**src/rtl/ads869x_pkg.sv**
```systemverilog
// Register map, command codes and field encodings of the ADS869x SPI register
// interface, shared by the responder and the ADC controller side.
package ads869x_pkg;

  localparam int FRAME_BITS = 32;
  localparam int NUM_REGS   = 9;

  typedef enum logic [6:0] {
    CMD_NOP         = 7'b0000000,
    CMD_CLEAR_HWORD = 7'b1100000,
    CMD_READ_HWORD  = 7'b1100100,
    CMD_READ        = 7'b0100100,
    CMD_WRITE       = 7'b1101000,
    CMD_WRITE_MS    = 7'b1101001,
    CMD_WRITE_LS    = 7'b1101010,
    CMD_SET_HWORD   = 7'b1101100
  } cmd_e;

  localparam logic [8:0] ADDR_DEVICE_ID     = 9'h000;
  localparam logic [8:0] ADDR_RST_PWRCTL    = 9'h004;
  localparam logic [8:0] ADDR_SDI_CTL       = 9'h008;
  localparam logic [8:0] ADDR_SDO_CTL       = 9'h00C;
  localparam logic [8:0] ADDR_DATAOUT_CTL   = 9'h010;
  localparam logic [8:0] ADDR_RANGE_SEL     = 9'h014;
  localparam logic [8:0] ADDR_ALARM         = 9'h020;
  localparam logic [8:0] ADDR_ALARM_H_TH_LS = 9'h024;
  localparam logic [8:0] ADDR_ALARM_H_TH_MS = 9'h026;
  localparam logic [8:0] ADDR_ALARM_L_TH_LS = 9'h028;
  localparam logic [8:0] ADDR_ALARM_L_TH_MS = 9'h02A;

  localparam logic [3:0] IDX_DATAOUT_CTL = 4'd3;
  localparam logic [3:0] IDX_RANGE_SEL   = 4'd4;

  typedef enum logic [3:0] {
    RANGE_BIP_3P0   = 4'b0000,
    RANGE_BIP_2P5   = 4'b0001,
    RANGE_BIP_1P5   = 4'b0010,
    RANGE_BIP_1P25  = 4'b0011,
    RANGE_BIP_0P625 = 4'b0100,
    RANGE_UNI_3P0   = 4'b1000,
    RANGE_UNI_2P5   = 4'b1001,
    RANGE_UNI_1P5   = 4'b1010,
    RANGE_UNI_1P25  = 4'b1011
  } range_e;

  typedef enum logic [2:0] {
    PATTERN_CONV_DATA = 3'b000,
    PATTERN_ZEROS     = 3'b100,
    PATTERN_ONES      = 3'b101,
    PATTERN_ALT_01    = 3'b110,
    PATTERN_0011      = 3'b111
  } pattern_e;

  typedef struct packed {
    logic       hit;
    logic [3:0] idx;
  } reg_sel_t;

  // Maps a halfword address onto the backing register file; hit is set only for writable halfwords.
  function automatic reg_sel_t reg_select(input logic [8:0] addr);
    reg_sel_t sel;
    sel.hit = 1'b1;
    sel.idx = 4'd0;
    case (addr)
      ADDR_RST_PWRCTL:    sel.idx = 4'd0;
      ADDR_SDI_CTL:       sel.idx = 4'd1;
      ADDR_SDO_CTL:       sel.idx = 4'd2;
      ADDR_DATAOUT_CTL:   sel.idx = IDX_DATAOUT_CTL;
      ADDR_RANGE_SEL:     sel.idx = IDX_RANGE_SEL;
      ADDR_ALARM_H_TH_LS: sel.idx = 4'd5;
      ADDR_ALARM_H_TH_MS: sel.idx = 4'd6;
      ADDR_ALARM_L_TH_LS: sel.idx = 4'd7;
      ADDR_ALARM_L_TH_MS: sel.idx = 4'd8;
      default:            sel.hit = 1'b0;
    endcase
    return sel;
  endfunction

endpackage

```
**src/rtl/spi_edge_sync.sv**
```systemverilog
// Brings the three SPI pins into the clk domain and flags edges of cs_n and sclk.
module spi_edge_sync (
  input  logic clk,
  input  logic reset_n,
  input  logic spi_cs_n,
  input  logic spi_sclk,
  input  logic spi_sdi,
  output logic sdi,
  output logic sclk_rise,
  output logic sclk_fall,
  output logic cs_fall,
  output logic cs_rise
);

  logic [1:0] cs_sync;
  logic [1:0] sclk_sync;
  logic [1:0] sdi_sync;
  logic       cs_prev;
  logic       sclk_prev;
  logic [1:0] settle;
  logic       armed;

  // cs edges stay masked until the synchronizer has refilled after reset and seen cs_n high,
  // so a frame already running at reset release never looks like a new start.
  always_ff @(posedge clk or negedge reset_n) begin
    if (!reset_n) begin
      cs_sync   <= 2'b11;
      sclk_sync <= 2'b00;
      sdi_sync  <= 2'b00;
      cs_prev   <= 1'b1;
      sclk_prev <= 1'b0;
      settle    <= 2'b00;
      armed     <= 1'b0;
    end else begin
      cs_sync   <= {cs_sync[0], spi_cs_n};
      sclk_sync <= {sclk_sync[0], spi_sclk};
      sdi_sync  <= {sdi_sync[0], spi_sdi};
      cs_prev   <= cs_sync[1];
      sclk_prev <= sclk_sync[1];
      settle    <= {settle[0], 1'b1};
      if (settle[1] && cs_sync[1])
        armed <= 1'b1;
    end
  end

  assign sdi       = sdi_sync[1];
  assign sclk_rise = sclk_sync[1] & ~sclk_prev;
  assign sclk_fall = ~sclk_sync[1] & sclk_prev;
  assign cs_fall   = armed & cs_prev & ~cs_sync[1];
  assign cs_rise   = armed & ~cs_prev & cs_sync[1];

endmodule

```
**src/rtl/ads869x_reg_responder.sv**
```systemverilog
// SPI-slave model of the ADS869x configuration registers: decodes 32-bit frames,
// updates the register file and serves halfword/byte reads on the following frame.
module ads869x_reg_responder
  import ads869x_pkg::*;
#(
  parameter logic [15:0] DEVICE_ID     = 16'h0000,
  parameter int          MIN_CLK_RATIO = 8
) (
  input  logic       clk,
  input  logic       reset_n,
  input  logic       spi_cs_n,
  input  logic       spi_sclk,
  input  logic       spi_sdi,
  output logic       spi_sdo,
  output logic [3:0] range_sel,
  output logic       int_ref_dis,
  output logic [2:0] dataout_pattern,
  output logic       cfg_update,
  output logic       frame_err
);

  // Each sclk phase must last long enough for the two-flop synchronizer to see it.
  if (MIN_CLK_RATIO < 4) begin : g_ratio_check
    $error("MIN_CLK_RATIO must be at least 4");
  end

  localparam logic [5:0] CNT_FULL = 6'(FRAME_BITS);
  localparam logic [5:0] CNT_SAT  = 6'(FRAME_BITS + 1);

  logic        sdi;
  logic        sclk_rise;
  logic        sclk_fall;
  logic        cs_fall;
  logic        cs_rise;

  logic [15:0] regs [NUM_REGS];
  logic [31:0] shift_in;
  logic [31:0] shift_out;
  logic [5:0]  bit_cnt;
  logic        in_frame;
  logic        exec_pend;
  logic        pend_valid;
  logic [15:0] pend_data;

  logic [6:0]  cmd;
  logic [8:0]  addr;
  logic [15:0] data;
  logic [8:0]  rd_addr;
  reg_sel_t    wr_sel;
  reg_sel_t    rd_sel;
  logic [15:0] cur;
  logic [15:0] rd_hword;
  logic [15:0] wr_val;
  logic        wr_cmd;
  logic        rd_cmd;
  logic [15:0] rd_val;
  logic        do_write;
  logic        next_pend_valid;
  logic [15:0] next_pend_data;

  spi_edge_sync u_sync (
    .clk       (clk),
    .reset_n   (reset_n),
    .spi_cs_n  (spi_cs_n),
    .spi_sclk  (spi_sclk),
    .spi_sdi   (spi_sdi),
    .sdi       (sdi),
    .sclk_rise (sclk_rise),
    .sclk_fall (sclk_fall),
    .cs_fall   (cs_fall),
    .cs_rise   (cs_rise)
  );

  // Command decode; the read result bypasses pend_* so a frame starting in the execute cycle sees it.
  always_comb begin
    cmd     = shift_in[31:25];
    addr    = shift_in[24:16];
    data    = shift_in[15:0];
    rd_addr = (cmd == CMD_READ) ? {addr[8:1], 1'b0} : addr;
    wr_sel  = reg_select(addr);
    rd_sel  = reg_select(rd_addr);
    cur     = wr_sel.hit ? regs[wr_sel.idx] : 16'h0000;

    if (rd_addr == ADDR_DEVICE_ID)
      rd_hword = DEVICE_ID;
    else if (rd_addr == ADDR_ALARM)
      rd_hword = 16'h0000;
    else if (rd_sel.hit)
      rd_hword = regs[rd_sel.idx];
    else
      rd_hword = 16'h0000;

    wr_val = cur;
    wr_cmd = 1'b0;
    rd_cmd = 1'b0;
    rd_val = 16'h0000;
    case (cmd)
      CMD_WRITE:       begin wr_cmd = 1'b1; wr_val = data; end
      CMD_WRITE_MS:    begin wr_cmd = 1'b1; wr_val = {data[15:8], cur[7:0]}; end
      CMD_WRITE_LS:    begin wr_cmd = 1'b1; wr_val = {cur[15:8], data[7:0]}; end
      CMD_SET_HWORD:   begin wr_cmd = 1'b1; wr_val = cur | data; end
      CMD_CLEAR_HWORD: begin wr_cmd = 1'b1; wr_val = cur & ~data; end
      CMD_READ_HWORD:  begin rd_cmd = 1'b1; rd_val = rd_hword; end
      CMD_READ:        begin rd_cmd = 1'b1; rd_val = {addr[0] ? rd_hword[15:8] : rd_hword[7:0], 8'h00}; end
      default:         ;
    endcase

    do_write        = exec_pend & wr_cmd & wr_sel.hit;
    next_pend_valid = pend_valid | (exec_pend & rd_cmd);
    next_pend_data  = (exec_pend & rd_cmd) ? rd_val : pend_data;
  end

  always_ff @(posedge clk or negedge reset_n) begin
    if (!reset_n) begin
      for (int i = 0; i < NUM_REGS; i++)
        regs[i] <= 16'h0000;
      shift_in   <= '0;
      shift_out  <= '0;
      bit_cnt    <= '0;
      in_frame   <= 1'b0;
      exec_pend  <= 1'b0;
      pend_valid <= 1'b0;
      pend_data  <= '0;
      cfg_update <= 1'b0;
      frame_err  <= 1'b0;
    end else begin
      exec_pend  <= 1'b0;
      cfg_update <= do_write;
      frame_err  <= 1'b0;
      pend_valid <= next_pend_valid;
      pend_data  <= next_pend_data;
      if (do_write)
        regs[wr_sel.idx] <= wr_val;

      if (cs_fall) begin
        in_frame   <= 1'b1;
        bit_cnt    <= '0;
        shift_out  <= next_pend_valid ? {next_pend_data, 16'h0000} : 32'h0;
        pend_valid <= 1'b0;
        pend_data  <= '0;
      end else if (in_frame) begin
        if (cs_rise) begin
          in_frame <= 1'b0;
          if (bit_cnt == CNT_FULL)
            exec_pend <= 1'b1;
          else
            frame_err <= 1'b1;
        end else begin
          if (sclk_rise) begin
            shift_in <= {shift_in[30:0], sdi};
            if (bit_cnt != CNT_SAT)
              bit_cnt <= bit_cnt + 6'd1;
          end
          if (sclk_fall)
            shift_out <= {shift_out[30:0], 1'b0};
        end
      end
    end
  end

  assign spi_sdo         = in_frame & shift_out[31];
  assign range_sel       = regs[IDX_RANGE_SEL][3:0];
  assign int_ref_dis     = regs[IDX_RANGE_SEL][6];
  assign dataout_pattern = regs[IDX_DATAOUT_CTL][2:0];

endmodule

```
**config.mk**
```make
export PLATFORM = sky130hd
export DESIGN_NAME = ads869x_reg_responder
export DESIGN_NICKNAME = d
export VERILOG_FILES = /design/src/rtl/ads869x_pkg.sv /design/src/rtl/spi_edge_sync.sv /design/src/rtl/ads869x_reg_responder.sv
export SDC_FILE = /design/constraint.sdc
export NUM_CORES = 1
export LEC_CHECK = 0
export ABC_AREA = 1
export BUFFER_PORTS_ARGS = -buffer_cell sky130_fd_sc_hd__clkbuf_2
export CAP_MARGIN = 10
export CORE_ASPECT_RATIO = 0.7
export CORE_MARGIN = 2
export CORE_UTILIZATION = 57
export DETAILED_ROUTE_END_ITERATION = 6
export GPL_TIMING_DRIVEN = 1
export PLACE_DENSITY_LB_ADDON = 0.1
export SETUP_SLACK_MARGIN = 0.05
export SLEW_MARGIN = 20
export SYNTH_ARGS = -nofsm -noshare
export SYNTH_HDL_FRONTEND = slang
export SYNTH_SLANG_ARGS = --single-unit
```
**constraint.sdc**
```tcl
create_clock -name clk -period 2.2 [get_ports clk]
set_input_delay 0.33 -clock clk [delete_from_list [all_inputs] [get_ports clk]]
set_output_delay 0.33 -clock clk [all_outputs]
set_load 0.005 [all_outputs]
```
; ---- Yosys cells after proc, flatten, opt, wreduce, memory -nomap -nowiden
; Cells that the tools add are included.
[totals]
ff_bits = 246
inputBits = 5
out_inout_bits = 11
word_cells = 141
[op_classes]
addsub = 1
magnitude_cmp = 3
n_eq_ne = 29
muxes = 47
bitwise_logic = 22
reduce_logical = 14
[op_table]
columns = op, n
row1 = two-way mux 16 bit, 11
row2 = two-way mux 32 bit, 5
row3 = bitwise mux 144 bit, 1
row4 = binary-select mux 16 bit (select 4 bit), 2
row5 = "equality test 9 x 6 -> 1 bit, second input constant", 9
row6 = case mux 16 bit (5 select lines), 1
row7 = demux 16 bit (select 4 bit), 1
row8 = case mux 4 bit (8 select lines), 2
row9 = "equality test 7 bit, second input constant", 6
row10 = "equality test 9 x 4 -> 1 bit, second input constant", 4
row11 = "equality test 9 x 5 -> 1 bit, second input constant", 4
row12 = case mux 16 bit (2 select lines), 1
row13 = two-way mux 6 bit, 5
row14 = "equality test 9 x 3 -> 1 bit, second input constant", 2
row15 = OR reduction 9 bit, 2
row16 = two-way mux 1 bit, 17
row17 = bitwise AND 16 bit, 1
row18 = NOT 16 bit, 1
row19 = bitwise OR 16 bit, 1
row20 = bitwise AND 1 bit, 10
row21 = "greater-or-equal comparator 5 bit, second input constant", 2
row22 = NOT 4 -> 5 bit, 2
row23 = zero test 9 bit, 1
row24 = two-way mux 8 bit, 1
row25 = 14 further kinds, 24

; ---- Logic depth before layout (Yosys ltp)
; Gate-level depths: netlist of the first run.
[depth]
depth_word = 16
ltp_mapped = 22
ltp_nobuf = 21

; ---- By module
; A second synthesis of the first run with hierarchy kept.
[unflattened]
cells_unflattened = 1701
hier_area_um2 = 12311.8
[modules_own_cells]
columns = mod, n_inst, cells_each, area_per_inst_um2, seq_area_each_um2
row1 = ads869x_reg_responder, 1, 1678, 11985.2, 5480.3
row2 = spi_edge_sync, 1, 23, 326.6, 279.0

; ---- Worst setup path before layout of the first run
; No wires, ideal clock.
[synth_path]
path_type = register to register
from = register shift_in[23]
to = register regs[83] (netlist bit)
setup_time_ps = 117
arrival_time_ps = 2191
t_required_ps = 2083
setup_slack_ps = -108
path_stages_with_launch = 18
path_buffers = 1
synth_period_minus_slack_ps = 2308
cell_sequence = dfrtp_1 -> nor2_2 -> nand3_2 -> nor2_4 -> nand2_2 -> nand2_2 -> nor3_2 -> nand2_1 -> inv_2 -> nand3_2 -> nand3_4 -> nor2_2 -> inv_2 -> nor2_2 -> inv_2 -> buf_4 -> nand2_1 -> nand2_1
[synth_via]
elab_chain_cells = 10
elab_cells_between_ends = 27
classes_between = order compare (2) / eq/ne (9) / mux (10) / bitwise (4) / reduce/logical (2)
[synth_lines]
columns = element, line
row1 = from (decl), ads869x_reg_responder.sv:37  ; logic [31:0] shift_in;
row2 = from (signal assigned), ads869x_reg_responder.sv:150  ; shift_in <= {shift_in[30:0], sdi};
row3 = equality test 9 x 6 -> 1 bit (tied with other cells), ads869x_pkg.sv:64  ; case (addr)
row4 = case mux 4 bit (8 select lines), ads869x_pkg.sv:64
row5 = NOT 4 -> 5 bit (not written as such), "ads869x_reg_responder.sv:82, ads869x_reg_responder.sv:133"
row6 = binary-select mux 16 bit (select 4 bit), ads869x_reg_responder.sv:82  ; cur = wr_sel.hit ? regs[wr_sel.idx] : 16'h0000;
row7 = two-way mux 16 bit (not written as such) (2 in a row), ads869x_reg_responder.sv:82
row8 = two-way mux 16 bit, ads869x_reg_responder.sv:82
row9 = bitwise AND 16 bit or bitwise OR 16 bit (tied branches), "ads869x_reg_responder.sv:102, ads869x_reg_responder.sv:101"
row10 = case mux 16 bit (5 select lines), ads869x_reg_responder.sv:97  ; case (cmd)
row11 = bitwise mux 144 bit, ads869x_reg_responder.sv:133  ; regs[wr_sel.idx] <= wr_val;
row12 = "to (signal, indexed assignment)", ads869x_reg_responder.sv:133
row13 = to (decl), ads869x_reg_responder.sv:36  ; logic [15:0] regs [NUM_REGS];
; Parallel ways exist; a longest one is shown, timed or not. The select of a mux whose other input is x is not followed.
; A chain may end at the register's enable or synchronous reset.

; ---- Worst setup path after layout of the first run
[layout_path]
from = register shift_in[19]
to = register shift_out[17]
[layout_via]
elab_chain_cells = 13
elab_cells_between_ends = 25
classes_between = eq/ne (10) / mux (12) / bitwise (1) / reduce/logical (2)
[layout_lines]
columns = element, line
row1 = equality test 9 x 6 -> 1 bit (tied with other cells), ads869x_pkg.sv:64
row2 = case mux 4 bit (8 select lines), ads869x_pkg.sv:64
row3 = NOT 4 -> 5 bit (not written as such), ads869x_reg_responder.sv:89  ; rd_hword = regs[rd_sel.idx];
row4 = binary-select mux 16 bit (select 4 bit), ads869x_reg_responder.sv:89
row5 = two-way mux 16 bit (not written as such) (2 in a row), ads869x_reg_responder.sv:89
row6 = two-way mux 16 bit, ads869x_reg_responder.sv:88  ; else if (rd_sel.hit)
row7 = two-way mux 16 bit, ads869x_reg_responder.sv:86  ; else if (rd_addr == ADDR_ALARM)
row8 = two-way mux 16 bit (*), ads869x_reg_responder.sv:84  ; if (rd_addr == ADDR_DEVICE_ID)
row9 = case mux 16 bit (2 select lines) (*), ads869x_reg_responder.sv:97
row10 = two-way mux 16 bit (*), ads869x_reg_responder.sv:110  ; next_pend_data = (exec_pend & rd_cmd) ? rd_val : pend_data;
row11 = two-way mux 32 bit (*), ads869x_reg_responder.sv:138  ; shift_out <= next_pend_valid ? {next_pend_data, 16'h0000} : 32'h0;
row12 = two-way mux 32 bit (*), ads869x_reg_responder.sv:135  ; if (cs_fall) begin
row13 = to (signal assigned), ads869x_reg_responder.sv:138
row14 = to (signal assigned), ads869x_reg_responder.sv:155  ; shift_out <= {shift_out[30:0], 1'b0};
row15 = to (decl), ads869x_reg_responder.sv:38  ; logic [31:0] shift_out;
; Every way passes the cells marked *; elsewhere a longest branch is shown, timed or not. The select of a mux whose other input is x is not followed.

==> results of run 1 <==
[power breakdown]
part	switching, mW	internal, mW
logic	3.16	2.15
clock network	1.86	2.40
registers	0.193	4.46
[per-layer routing]
layer	vias up	share of wire	GRT usage
li1	6001	-	-
met1	6614	0.38	0.5600
met2	1152	0.43	0.5775
met3	276	0.14	0.1043
met4	0	0.052	0.1461
met5	-	0	0
[metrics by stage]
| stage | area (um2) | std cells |
|---|---|---|
| finish | 17370 | 2215 |
| floorplan | 12520 | 1696 |
| CTS | 15890 | 2173 |
| detailed placement | 14400 | 2104 |
| global route | 17370 | 2215 |
| global placement | 14400 | 2104 |
[kinds of logic (layout without fill, tap and decap cells)]
family / Yosys count / in the layout
DFF: 230 / 230
buffers and inverters: 206 / 434
and+or+nand+nor: 997 / 998
adders and majority gates: 3 / 3
other: 1 / 1
muxes: 1 / 1
AOI/OAI and AO/OA: 258 / 266
[registers in the layout, summed over array words and instances (netlist names)]
register / flops
pend_valid: 1
u_sync.cs_prev: 1
u_sync.sclk_prev: 1
regs: 136
u_sync.sdi_sync: 2
range_sel: 4
exec_pend: 1
shift_out: 16
u_sync.cs_sync: 2
in_frame: 1
u_sync.sclk_sync: 2
dataout_pattern: 3
bit_cnt: 6
cfg_update: 1
shift_in: 32
int_ref_dis: 1
u_sync.armed: 1
u_sync.settle: 2
frame_err: 1
pend_data: 16
[final cells by class]
| cell class | count | area (um2) | share of cell area |
|---|---|---|---|
| inverters | 115 | 467.9 | 0.02694 |
| clock buffers | 33 | 714.4 | 0.04114 |
| clock inverters | 11 | 100.1 | 0.005763 |
| repair buffers | 275 | 2714 | 0.1563 |
| well taps | 282 | 352.8 | 0.02032 |
| flip-flops and latches | 230 | 5763 | 0.3318 |
| multi-input cells | 1269 | 7256 | 0.4178 |
[path summary, 6_finish.rpt]
path                             startpoint                end
max                            shift_in[19]      shift_out[17]
min                                 reset_n            regs[0]
max reg2reg                    shift_in[19]      shift_out[17]
min reg2reg                u_sync.settle[0]   u_sync.settle[1]
max in group asynchronous           reset_n  u_sync.cs_sync[0]
min in group clk           u_sync.settle[0]   u_sync.settle[1]
[cell usage in the layout (no fill, tap or decap), drive strengths merged, types with 10 or more instances in the layout]
master / instances
nand2: 636
buf: 253
dfrtp: 227
nand3: 204
o21ai: 125
nor2: 113
inv: 111
a21oi: 65
clkbuf: 51
o22ai: 39
nor3: 16
nand4: 12
or2: 12
o31ai: 11
clkinv: 11
a31oi: 10
[what timing repair did]
action | 4_1_cts | 5_1_grt
hold buffers | 4 | 0
endpoints found under the setup margin | 176 | 178
resized for setup | 114 | 252
cloned | 5 | 10
endpoints found under the hold margin | 52 | 0
pin swaps | 28 | 111
setup buffers | 16 | 34
==> impl_metrics.yaml, run 1 <==
detailed_routing:
  drc: 0
  routed_wl_um: 49730
  first_pass_iters: 6
  detail_route.wl_per_cell_um: 22.45
  vias: 14040
  drtIter0Drc: 2079
  postRouteAntennaNets: 0
  detail_route.vias_per_cell: 6.340
setup_path:
  path_depth: 20
  crit_family: "simple AND/OR/NAND/NOR gates"
  reg2reg_slack_ns: -0.51
  worstPathRequired_ns: 2.68
  crit_chain: "inv_2, nor2_4, nand4_1, nand2_2, buf_4, o21ai_4, buf_12, clkbuf_16, nand3_1, nand3_1, nor2_1, nor2_2, nand2_2, nand2_2, nand2_2, o21ai_2, nand2_2, nand2_2, nand2_1, nand2_1"
  worstPathMaxFanout: 6
  path_buf_inv: 4
  end_kind: "flop"
  crit_top_cell: "nand2_2"
  crit_type: "flop to flop"
  slowest_stage: "dfrtp_2"
  worst_ep_arrival_time_ns: 3.19
  startpoint_type: "flop"
  slowest_delay_ns: 0.46
  r2r_cells: 20
logic_synthesis:
  async_flop_share: 1.000
  synthesis.nets: 1704
  synth_compound_area_frac: 0.1199
  yosysUniqueCellTypes: 43
  yosysSeqAreaShare: 0.4649
  synth_fa_ha_area_frac: 0.003030
  synth_top_area_share: 0.4586
  ys_top_cells_by_area: "dfrtp_1 46%, nand2_1 19%, nand3_1 8.0%, o21ai_0 3.2%, nor2_1 3.1%"
  ys_warn_count: 0
  synthesis.area_um2: 12390
  synth_common_cells: "631 x nand2_1, 227 x dfrtp_1, 197 x nand3_1"
  synth_edf_count: 0
  synth_area_per_cell_um2: 7.304
  synth-seq-cells: 230
  synth_top_family_by_area: "simple AND/OR/NAND/NOR gates"
  synthMuxAreaShare: 0.0009091
  yosysMostFrequentCell: "nand2_1"
  netlist_instances: 1696
  synth_top_area_cell: "dfrtp_1"
  synthXorXnorAreaFrac: 0
  synth_simple_gate_area_frac: 0.3411
  synthFlopType: "dfrtp_1"
run_status:
  outcome: "finished, violations left"
  violations: "negative setup slack"
clocking:
  htree_num_levels: 1
  max-clock-path-buffers: 3
  cts_tree: "yes"
  cts_sinks: 230
  clockRootBuffer: "clkbuf_16"
  clk_latency_ns: 0.55
  clk_pin_slew_worst_paths_ns: 0.07
  cts_buffers: 24
place:
  hpwl_um: 30520
  portBuffers: 15
  place_congestion: 0.9633
  pre_cts_slack_ns: -0.5066
power:
  power_density_nw_per_um2: 818.9
  report.power.total_mw: 14.22
  peakVddDrop_mv: 0.6180
  leakage_nw: 8.318
timing:
  relSlewSlack: 0.5933
  skew_ns: 0.02021
  period_share: 1.232
  worst_pin_slew_ns: 0.6055
  rsz0062_at_grt: "true"
  setup_ws_ns: -0.5107
  fmax_mhz: 368.9
  layout_min_cycle_time_ns: 2.711
  whs_ns: 0.3194
  finalSetupViolations: 176
  finalHoldViolCount: 0
  slew_violations: 0
  setup_tns_ns: -67.64
floorplan:
  die_area_um2: 22950
  die_w_um: 180.2
  die_h_um: 127.3
  std_cell_rows: 45
  pin_count: 16
  core_area_um2: 21510
  initial_core_util: 0.5759
final_layout:
  postLayoutCoreUtil: 0.8075
  nFillCells: 1392
  fin_nets: 1923
  antenna_cells: 0
  syn_to_final_growth_pct: 40.21
  drive_above_1_share: 0.3373
global_route:
  grt_pass1_vias: 12440
  antenna_found_initial: 0
  grtUsageTotal: 0.3923
  grt_start_max_net_pins: 54
  grt_pass1_wl_um: 70330
  grt_overflow: 0
min_path:
  hold_class: "input port to asynchronous set/reset pin"
flow_run:
  max_cap_viol_count: 0
Power figures use the tool's default switching activity.
==> run 2, diff against run 1 <==
--- a/config.mk
+++ b/config.mk
@@ -13,7 +13,8 @@
 export CORE_UTILIZATION = 57
 export DETAILED_ROUTE_END_ITERATION = 6
 export GPL_TIMING_DRIVEN = 1
-export PLACE_DENSITY_LB_ADDON = 0.1
+export PLACE_DENSITY_LB_ADDON = 0.25
+export RECOVER_POWER = 25
 export SETUP_SLACK_MARGIN = 0.05
 export SLEW_MARGIN = 20
 export SYNTH_ARGS = -nofsm -noshare
==> run 2 against run 1 <==
Against the previous run:
- the run ends with max-capacitance violations, max-slew violations, negative setup slack left
- first-iteration DRC count grew 9.0%
- clock skew shrank 0.0036 ns
- critical endpoint is now regs[118]
- highest routed layer unchanged
- clock power grew 4%
- flip-flop and latch count is the same
- utilization shrank 0.95 points
- non-clock buffer count grew 4
==> impl_metrics.yaml, run 2 (synthesized netlist as in run 1, its figures left out) <==
floorplan:
  std_cell_rows: 45
  pin_count: 16
  die_w_um: 180.2
  die_h_um: 127.3
  initial_core_util: 0.5759
  die_area_um2: 22950
  core_area_um2: 21510
setup_path:
  worst_ep_arrival_time_ns: 3.15
  end_kind: "flop"
  crit_type: "flop to flop"
  crit_chain: "inv_2, nand2_2, nor2_2, nand4_1, nand4_1, buf_4, nand2_4, buf_12, buf_6, o211ai_1, nand2_1, nand4_1, o21ai_1, buf_4, inv_6, o21ai_0"
  slowest_stage: "dfrtp_2"
  startpoint_type: "flop"
  slowest_delay_ns: 0.45
  worstPathRequired_ns: 2.61
  crit_top_cell: "nand4_1"
  worstPathMaxFanout: 11
place:
  portBuffers: 15
  place_congestion: 1.014
  hpwl_um: 29630
  dp_cells: 2110
  pre_cts_slack_ns: -0.5365
  place_area_um2: 14470
clocking:
  clockRootBuffer: "clkbuf_16"
  cts_tree: "yes"
  max-clock-path-buffers: 3
  htree_num_levels: 1
  cts_sinks: 230
  clk_pin_slew_worst_paths_ns: 0.06
  cts_buffers: 24
  clk_latency_ns: 0.54
timing:
  fmax_mhz: 364.7
  worst_pin_slew_ns: 1.836
  period_share: 1.246
  setup_ws_ns: -0.5422
  finalHoldViolCount: 0
  layout_min_cycle_time_ns: 2.742
  skew_ns: 0.01662
  finalSetupViolations: 176
  rsz0062_at_grt: "true"
  slew_violations: 61
  relSlewSlack: -0.2242
run_status:
  outcome: "finished, violations left"
  violations: "max-capacitance violations, max-slew violations, negative setup slack"
flow_run:
  max_cap_viol_count: 1
detailed_routing:
  drtIter0Drc: 2266
  postRouteAntennaNets: 0
  routed_wl_um: 49030
  detail_route.vias_per_cell: 6.320
  first_pass_iters: 7
  vias: 14020
  drc: 0
  detail_route.wl_per_cell_um: 22.10
global_route:
  antenna_found_initial: 0
  grt_pass1_vias: 12790
  grt_overflow: 0
  grt_pass1_wl_um: 70190
  grtUsageTotal: 0.3901
  grt_start_max_net_pins: 65
power:
  power_density_nw_per_um2: 849.6
  report.power.total_mw: 14.58
  p_comb_frac: 0.377
  power_frac_seq: 0.318
  clkPwrFrac: 0.305
  p_switching_mw: 5.182
  p_sw_frac: 0.3554
  leakage_nw: 8.281
  peakVddDrop_mv: 0.6081
  p_int_mw: 9.399
final_layout:
  layout_common_cells: "585 x nand2_1, 225 x dfrtp_1, 184 x buf_4, 169 x nand3_1, 79 x inv_1"
  design_area_um2: 17160
  postLayoutCoreUtil: 0.7980
  antenna_cells: 0
  top_regs: "regs (136), shift_in (32)"
  nFillCells: 1352
  final_cells: 2219
  syn_to_final_growth_pct: 38.56
  drive_above_1_share: 0.2974
  largest_register: "regs"
  fin_nets: 1928
  largest_reg_flops: 136
  layout_commonest_cell: "nand2_1"
min_path:
  hold_class: "flop to flop"
==> run 2: stage by stage <==
step	hold slack [ns]	TNS, ns
final	0.3537	-64.02
after global routing	0.3603	-80.69
after CTS	0.3539	-44.22
after detailed placement	0.3305	-61.23
after global placement	0.3316	-46.29
after floorplan	0.03441	0
==> run 2: what timing repair did <==
action,4_1_cts,5_1_grt
resized for setup,139,177
gates cloned,8,11
hold buffers,4,0
pin swaps,35,50
buffers inserted,32,13
endpoints found under the hold margin,61,0
setup endpoints to repair,176,178
==> run 2: worst paths after layout <==
path / cells after the start / endpoint / from / slack, ns
worst max-delay path: 16 / regs[118] / shift_in[18] / -0.54
worst min-delay path: 0 / u_sync.settle[1] / u_sync.settle[0] / 0.35
worst max register to register: 16 / regs[118] / shift_in[18] / -0.54
worst min register to register: 0 / u_sync.settle[1] / u_sync.settle[0] / 0.35
max in group asynchronous: 2 / regs[34] / reset_n / 0.28
min in group asynchronous: 2 / regs[109] / reset_n / 0.83
==> run 2: layout make-up <==
cell class	instances	area [um2]	share of cell area
repair inverters	2	18.77	0.001094
clock inverters	11	177.7	0.01035
flip-flops and latches	230	5762	0.3357
multi-input cells	1268	6903	0.4022
inverters	115	483.0	0.02814
well taps	282	352.8	0.02056
clock buffers	32	670.6	0.03908
repair buffers	279	2795	0.1629
==> run 2: layer usage <==
metal	part of all wire	up-vias	GRT usage
met1	0.37	6510	0.5587
met3	0.16	287	0.09806
met5	0	-	0
met2	0.42	1224	0.5588
met4	0.059	0	0.1831
li1	-	6002	-
==> run 2: critical path, delay by kind of cell, from the launching register on <==
family                 cells  cell delay (ns)
buffers and inverters      6             0.82
AO/OA/AOI/OAI              3             0.40
flip-flops                 1             0.45
AND/OR/NAND/NOR            7             0.92
==> run 2: power by group through the flow <==
stage	Sequential (mW)	Combinational (mW)	Clock, mW
floorplan	4.69	2.01	0
global placement	4.68	3.91	0
detailed placement	4.69	3.97	0
CTS	4.63	4.61	4.43
global route	4.66	5.72	4.61
finish	4.64	5.50	4.44
